**config.mk**
```make
export PLATFORM = sky130hd
export DESIGN_NAME = n64_resp_rx
export DESIGN_NICKNAME = d
export VERILOG_FILES = /design/src/rtl/n64_resp_rx_pkg.sv /design/src/rtl/n64_line_sync.sv /design/src/rtl/n64_resp_rx.sv
export SDC_FILE = /design/constraint.sdc
export NUM_CORES = 1
export LEC_CHECK = 0
export BUFFER_PORTS_ARGS = -buffer_cell sky130_fd_sc_hd__clkbuf_2
export CAP_MARGIN = 15
export CORE_UTILIZATION = 40
export CTS_BUF_LIST = sky130_fd_sc_hd__clkbuf_2 sky130_fd_sc_hd__clkbuf_4 sky130_fd_sc_hd__clkbuf_8
export DETAILED_ROUTE_END_ITERATION = 6
export SYNTH_ARGS = -nofsm -noshare
export SYNTH_HDL_FRONTEND = slang
export SYNTH_HIERARCHICAL = 1
export SYNTH_SLANG_ARGS = --single-unit
```
**constraint.sdc**
```tcl
create_clock -name clk -period 3.6 [get_ports clk]
set_input_delay 0.18 -clock clk [delete_from_list [all_inputs] [get_ports clk]]
set_output_delay 0.18 -clock clk [all_outputs]
set_load 0.03 [all_outputs]
```
**src/rtl/n64_resp_rx_pkg.sv**
```systemverilog
// Shared N64 reply-receiver constants and FSM state encoding.
// The bit timing constants are also used by the command generator.
package n64_resp_rx_pkg;

    localparam int N64_BIT_US    = 4;
    localparam int N64_RESP_BITS = 32;

    typedef enum logic [2:0] {
        S_IDLE      = 3'd0,
        S_WAIT_FALL = 3'd1,
        S_SAMPLE    = 3'd2,
        S_WAIT_RISE = 3'd3,
        S_WAIT_STOP = 3'd4,
        S_STOP_HI   = 3'd5,
        S_DONE      = 3'd6,
        S_TIMEOUT   = 3'd7
    } state_t;

endpackage

```
**src/rtl/n64_line_sync.sv**
```systemverilog
// Two-flop synchronizer for the open-drain N64 data line, with registered
// one-cycle fall/rise pulses derived from the synchronized copy.
module n64_line_sync (
    input  logic clk,
    input  logic reset,
    input  logic din,
    output logic q,
    output logic fall,
    output logic rise
);

    logic r_meta;
    logic r_sync;
    logic r_prev;
    logic r_fall;
    logic r_rise;

    // Line flops reset high so an idle bus produces no spurious edge after reset.
    always_ff @(posedge clk or posedge reset) begin
        if (reset) begin
            r_meta <= 1'b1;
            r_sync <= 1'b1;
            r_prev <= 1'b1;
            r_fall <= 1'b0;
            r_rise <= 1'b0;
        end else begin
            r_meta <= din;
            r_sync <= r_meta;
            r_prev <= r_sync;
            r_fall <= r_prev & ~r_sync;
            r_rise <= ~r_prev & r_sync;
        end
    end

    assign q    = r_sync;
    assign fall = r_fall;
    assign rise = r_rise;

endmodule

```
**src/rtl/n64_resp_rx.sv**
```systemverilog
// Receives the N64 controller reply (NBITS data bits + stop bit), decoding each
// bit by sampling the line 2us after its falling edge.
module n64_resp_rx
    import n64_resp_rx_pkg::*;
#(
    parameter int CLKS_PER_US = 12,
    parameter int NBITS       = N64_RESP_BITS,
    parameter int TIMEOUT_US  = 100
) (
    input  logic             clk,
    input  logic             reset,
    input  logic             arm,
    input  logic             din,
    output logic             busy,
    output logic [NBITS-1:0] data,
    output logic             valid,
    output logic             timeout
);

    localparam int TMO_MAX  = TIMEOUT_US * CLKS_PER_US;
    localparam int TMO_W    = $clog2(TMO_MAX + 1);
    localparam int SMP_LAST = 2 * CLKS_PER_US - 1;
    localparam int SMP_W    = $clog2(2 * CLKS_PER_US);
    localparam int BIT_W    = $clog2(NBITS);

    logic [1:0]       r_rst_sync;
    logic             w_rst;
    logic             w_q;
    logic             w_fall;
    logic             w_rise;
    state_t           r_state;
    state_t           w_next;
    logic [TMO_W-1:0] r_tmo;
    logic [SMP_W-1:0] r_smp;
    logic [BIT_W-1:0] r_bit;
    logic [NBITS-1:0] r_shreg;
    logic [NBITS-1:0] r_data;
    logic             r_valid;
    logic             r_timeout;
    logic             w_tmo_exp;
    logic             w_smp_pt;

    // Reset asserts immediately but releases on a clock edge.
    always_ff @(posedge clk or posedge reset) begin
        if (reset) begin
            r_rst_sync <= 2'b11;
        end else begin
            r_rst_sync <= {r_rst_sync[0], 1'b0};
        end
    end

    assign w_rst = r_rst_sync[1];

    n64_line_sync u_line_sync (
        .clk   (clk),
        .reset (w_rst),
        .din   (din),
        .q     (w_q),
        .fall  (w_fall),
        .rise  (w_rise)
    );

    assign w_tmo_exp = (r_tmo >= TMO_W'(TMO_MAX));
    assign w_smp_pt  = (r_smp == SMP_W'(SMP_LAST));

    always_comb begin
        w_next = r_state;
        case (r_state)
            S_IDLE: begin
                if (arm) w_next = S_WAIT_FALL;
            end
            S_WAIT_FALL: begin
                if (w_fall)         w_next = S_SAMPLE;
                else if (w_tmo_exp) w_next = S_TIMEOUT;
            end
            S_SAMPLE: begin
                if (w_smp_pt) w_next = S_WAIT_RISE;
            end
            S_WAIT_RISE: begin
                if (w_q || w_rise) begin
                    w_next = (r_bit == BIT_W'(NBITS - 1)) ? S_WAIT_STOP : S_WAIT_FALL;
                end else if (w_tmo_exp) begin
                    w_next = S_TIMEOUT;
                end
            end
            S_WAIT_STOP: begin
                if (w_fall)         w_next = S_STOP_HI;
                else if (w_tmo_exp) w_next = S_TIMEOUT;
            end
            S_STOP_HI: begin
                if (w_q)            w_next = S_DONE;
                else if (w_tmo_exp) w_next = S_TIMEOUT;
            end
            S_DONE:    w_next = S_IDLE;
            S_TIMEOUT: w_next = S_IDLE;
            default:   w_next = S_IDLE;
        endcase
    end

    always_ff @(posedge clk or posedge w_rst) begin
        if (w_rst) begin
            r_state   <= S_IDLE;
            r_tmo     <= '0;
            r_smp     <= '0;
            r_bit     <= '0;
            r_shreg   <= '0;
            r_data    <= '0;
            r_valid   <= 1'b0;
            r_timeout <= 1'b0;
        end else begin
            r_state <= w_next;

            // Timeout counter restarts on every state change and saturates otherwise.
            if (w_next != r_state) begin
                r_tmo <= '0;
            end else if (r_tmo != '1) begin
                r_tmo <= r_tmo + TMO_W'(1);
            end

            if (r_state == S_WAIT_FALL && w_next == S_SAMPLE) begin
                r_smp <= '0;
            end else if (r_state == S_SAMPLE) begin
                r_smp <= r_smp + SMP_W'(1);
            end

            if (r_state == S_IDLE && arm) begin
                r_bit <= '0;
            end else if (r_state == S_WAIT_RISE && w_next == S_WAIT_FALL) begin
                r_bit <= r_bit + BIT_W'(1);
            end

            if (r_state == S_SAMPLE && w_smp_pt) begin
                r_shreg <= {r_shreg[NBITS-2:0], w_q};
            end

            // Data and its strobe land in the same cycle.
            if (w_next == S_DONE) begin
                r_data <= r_shreg;
            end
            r_valid   <= (w_next == S_DONE);
            r_timeout <= (w_next == S_TIMEOUT);
        end
    end

    assign busy    = (r_state inside {S_WAIT_FALL, S_SAMPLE, S_WAIT_RISE, S_WAIT_STOP, S_STOP_HI});
    assign data    = r_data;
    assign valid   = r_valid;
    assign timeout = r_timeout;

endmodule

```
==> out/metrics.yaml <==
hpwl_um: 5022
crit_fanout: 23
grt.overflow.total: 0
reg2reg_slack_ps: 1380
synthTopCellsByCount: "nand2_1, dfrtp_1, clkbuf_1"
fmax_ghz: 0.4512
p_int_uw: 1558
final_core_util_pct: 47.45
synth-seq-cells: 97
clkTransAtPathRegs_ps: 90
start_util_pct: 41.72
p_sw_uw: 689.9
power.share.clock_pct: 30.5
crit_path_end_kind: "flip-flop"
path_class: "reg -> reg"
busiest_layer: "met2"
period_share_pct: 61.57
antenna_found_initial: 0
grt_max_degree: 66
r2r_start: "r_state[1]"
io_pins: 39
grt_use_met1_pct: 21.64
drt-total-wl_um: 7815
final.setup.worst_slack_ps: 1384
synthTopCellsByArea: "dfrtp_1, nand2_1, dfstp_2, ha_1, nor3_1"
drc: 0
cp.required_ps: 3790
cts.path.max_buffers: 2
h-tree-depth: 3
gp_congestion: 0.8126
grt_first_pass_wirelength_um: 13480
cts_buffers: 9
die_height_um: 103.4
powerDensity_nw_per_um2: 480.3
ys.flop_type: "dfrtp_1"
die_w_um: 103.4
postSynthAreaPerCell_um2: 9.248
area_growth_pct: 13.74
vias_per_cell: 4.942
yosysUniqueCellTypes: 48
r2r_end: "r_tmo[6]"
ant_nets: 0
port_buffers: 38
grt_use_met3_pct: 4.301
track_usage_pct: 16.22
p_comb_share_pct: 14.3
die-area_um2: 10700
yosysTopAreaCell: "dfrtp_1"
cp_top_family: "compound AO/OA/AOI/OAI gates"
startpoint_type: "flip-flop"
slew_violations: 0
p_leak_uw: 0.002478
drv_cap: 0
slowest_stage: "dfrtp_1"
synth_warnings: 6
drt_iter0_markers: 142
syn_area_um2: 4115
setup-tns-final_ps: 0
synth_most_common_cell: "nand2_1"
num_rows: 36
reg2regPathDepth: 4
grt_pass1_vias: 2869
min_path_type: "reg -> async"
async_reset_ff_share_pct: 100.0
tightest_slew_ps: 1007
clock_latency_ps: 360
first_pass_iters: 4
core_um2: 9864
critPathCapture: "r_tmo[6]"
path_cells: "nand2_1 > and3_1 > o22ai_1 > a2111oi_0"
setup_violations: 0
crit_start: "r_state[1]"
diodes: 0
ys_seq_area_share_pct: 59.14
finalHoldViolCount: 0
finalClockSkew_ps: 15.85
cts_tree: "yes"
synth_edf_count: 0
synth_nets: 454
cp_slowest_stage_delay_ps: 780
drive_gt1_share_pct: 14.58
root_buffer: "clkbuf_8"
dp_worst_setup_slack_ps: 1386
final_nets: 491
fin_crit_ps: 2216
clock_sinks: 97
vias: 3064
relSlewSlack_pct: 32.85
cts_setup_buffers: 0
yosysTopAreaCellShare_pct: 55.94
ir_drop_uv: 271.4
switching_share_pct: 30.69
wl_per_cell_um: 12.60
seqPwrFrac_pct: 55.2
rsz0062_at_grt: "no"
cp.buffers_inverters: 0
cp_num_cells: 4
status: "completed"
cp.arrival_ps: 2410
netlist_instances: 445
use_met2_pct: 26.39
## power groups by stage
stage          combinational [uW]  clock [uW]  sequential [uW]
6_report                      321         686             1240
5_1_grt                       373         759             1250
4_1_cts                       322         714             1240
3_5_place_dp                  319           0             1260
3_3_place_gp                  314           0             1250
2_1_floorplan                 296           0             1210
## kinds of logic (layout without fill, tap and decap cells)
family	Yosys count	after routing	synth area share [%]
AO/OA/AOI/OAI	40	40	6.476
XOR/XNOR	7	7	1.490
adder cells (fa/ha/maj)	5	5	1.520
buffers and inverters	31	73	2.888
flip-flops	97	97	59.14
multiplexers	4	4	0.9730
other	1	1	0.09113
AND/OR/NAND/NOR	260	260	27.43
## flip-flops by register name (all words and copies together) (netlist names), 2 cells and up
name / count
r_state: 3
r_smp: 5
r_shreg: 32
r_rst_sync: 2
r_bit: 5
r_tmo: 11
data: 32
## worst reg2reg max path, cell delays in order (launching register included)
cell and delay, ps:
dfrtp_1 780, nand2_1 140, and3_1 220, o22ai_1 760, a2111oi_0 160
## how the worst min path moves through the flow
stage / cells after the start / to / slack [ps] / from
2_1_floorplan: 1 / r_rst_sync[0] / 90 / reset
3_3_place_gp: 1 / u_line_sync/rise / 150 / r_rst_sync[1]
3_5_place_dp: 1 / u_line_sync/fall / 160 / r_rst_sync[1]
4_1_cts: 1 / u_line_sync/rise / 180 / r_rst_sync[1]
5_1_grt: 1 / u_line_sync/fall / 200 / r_rst_sync[1]
6_report: 1 / u_line_sync/rise / 170 / r_rst_sync[1]
## metrics by stage
stage	hold slack (ps)	total power [uW]	instances	instance area [um2]
after floorplan	91.50	1503	445	4115
after global placement	154.4	1568	601	4437
after detailed placement	159.8	1578	601	4437
after CTS	177.9	2274	619	4653
after global routing	198.2	2384	620	4681
final	167.2	2248	620	4681
## repair_timing
| action | in CTS | in global routing |
|---|---|---|
| hold endpoints to repair | 3 | 0 |
| hold buffers | 2 | 0 |
| resized for setup | 0 | 0 |
## layout make-up
cell class	instances	area, um2
Fill cell	965	5184
Clock inverter	6	58.81
Inverter	10	38.79
Tap cell	133	166.4
Sequential cell	97	2434
Multi-Input combinational cell	317	1563
Clock buffer	10	137.6
Timing Repair Buffer	47	282.8
## placed cells by master, fill, tap and decap left out, types with 4 or more instances in the layout
| cell | instances |
|---|---|
| a21oi_1 | 8 |
| and3_1 | 4 |
| buf_4 | 6 |
| clkbuf_2 | 38 |
| clkbuf_8 | 10 |
| dfrtp_1 | 92 |
| dfstp_2 | 5 |
| ha_1 | 5 |
| inv_1 | 8 |
| mux2i_1 | 4 |
| nand2_1 | 195 |
| nand3_1 | 7 |
| nor2_1 | 15 |
| nor2b_1 | 5 |
| nor3_1 | 12 |
| o21ai_0 | 9 |
| xor2_1 | 6 |
## routing by layer
metal | share of wire (%) | wire (um)
met5 | 0 | 0
met4 | 1.0 | 78
met3 | 3.1 | 239
met2 | 45 | 3532
met1 | 51 | 3965
Note: power is estimated with default switching activity, not from simulation.
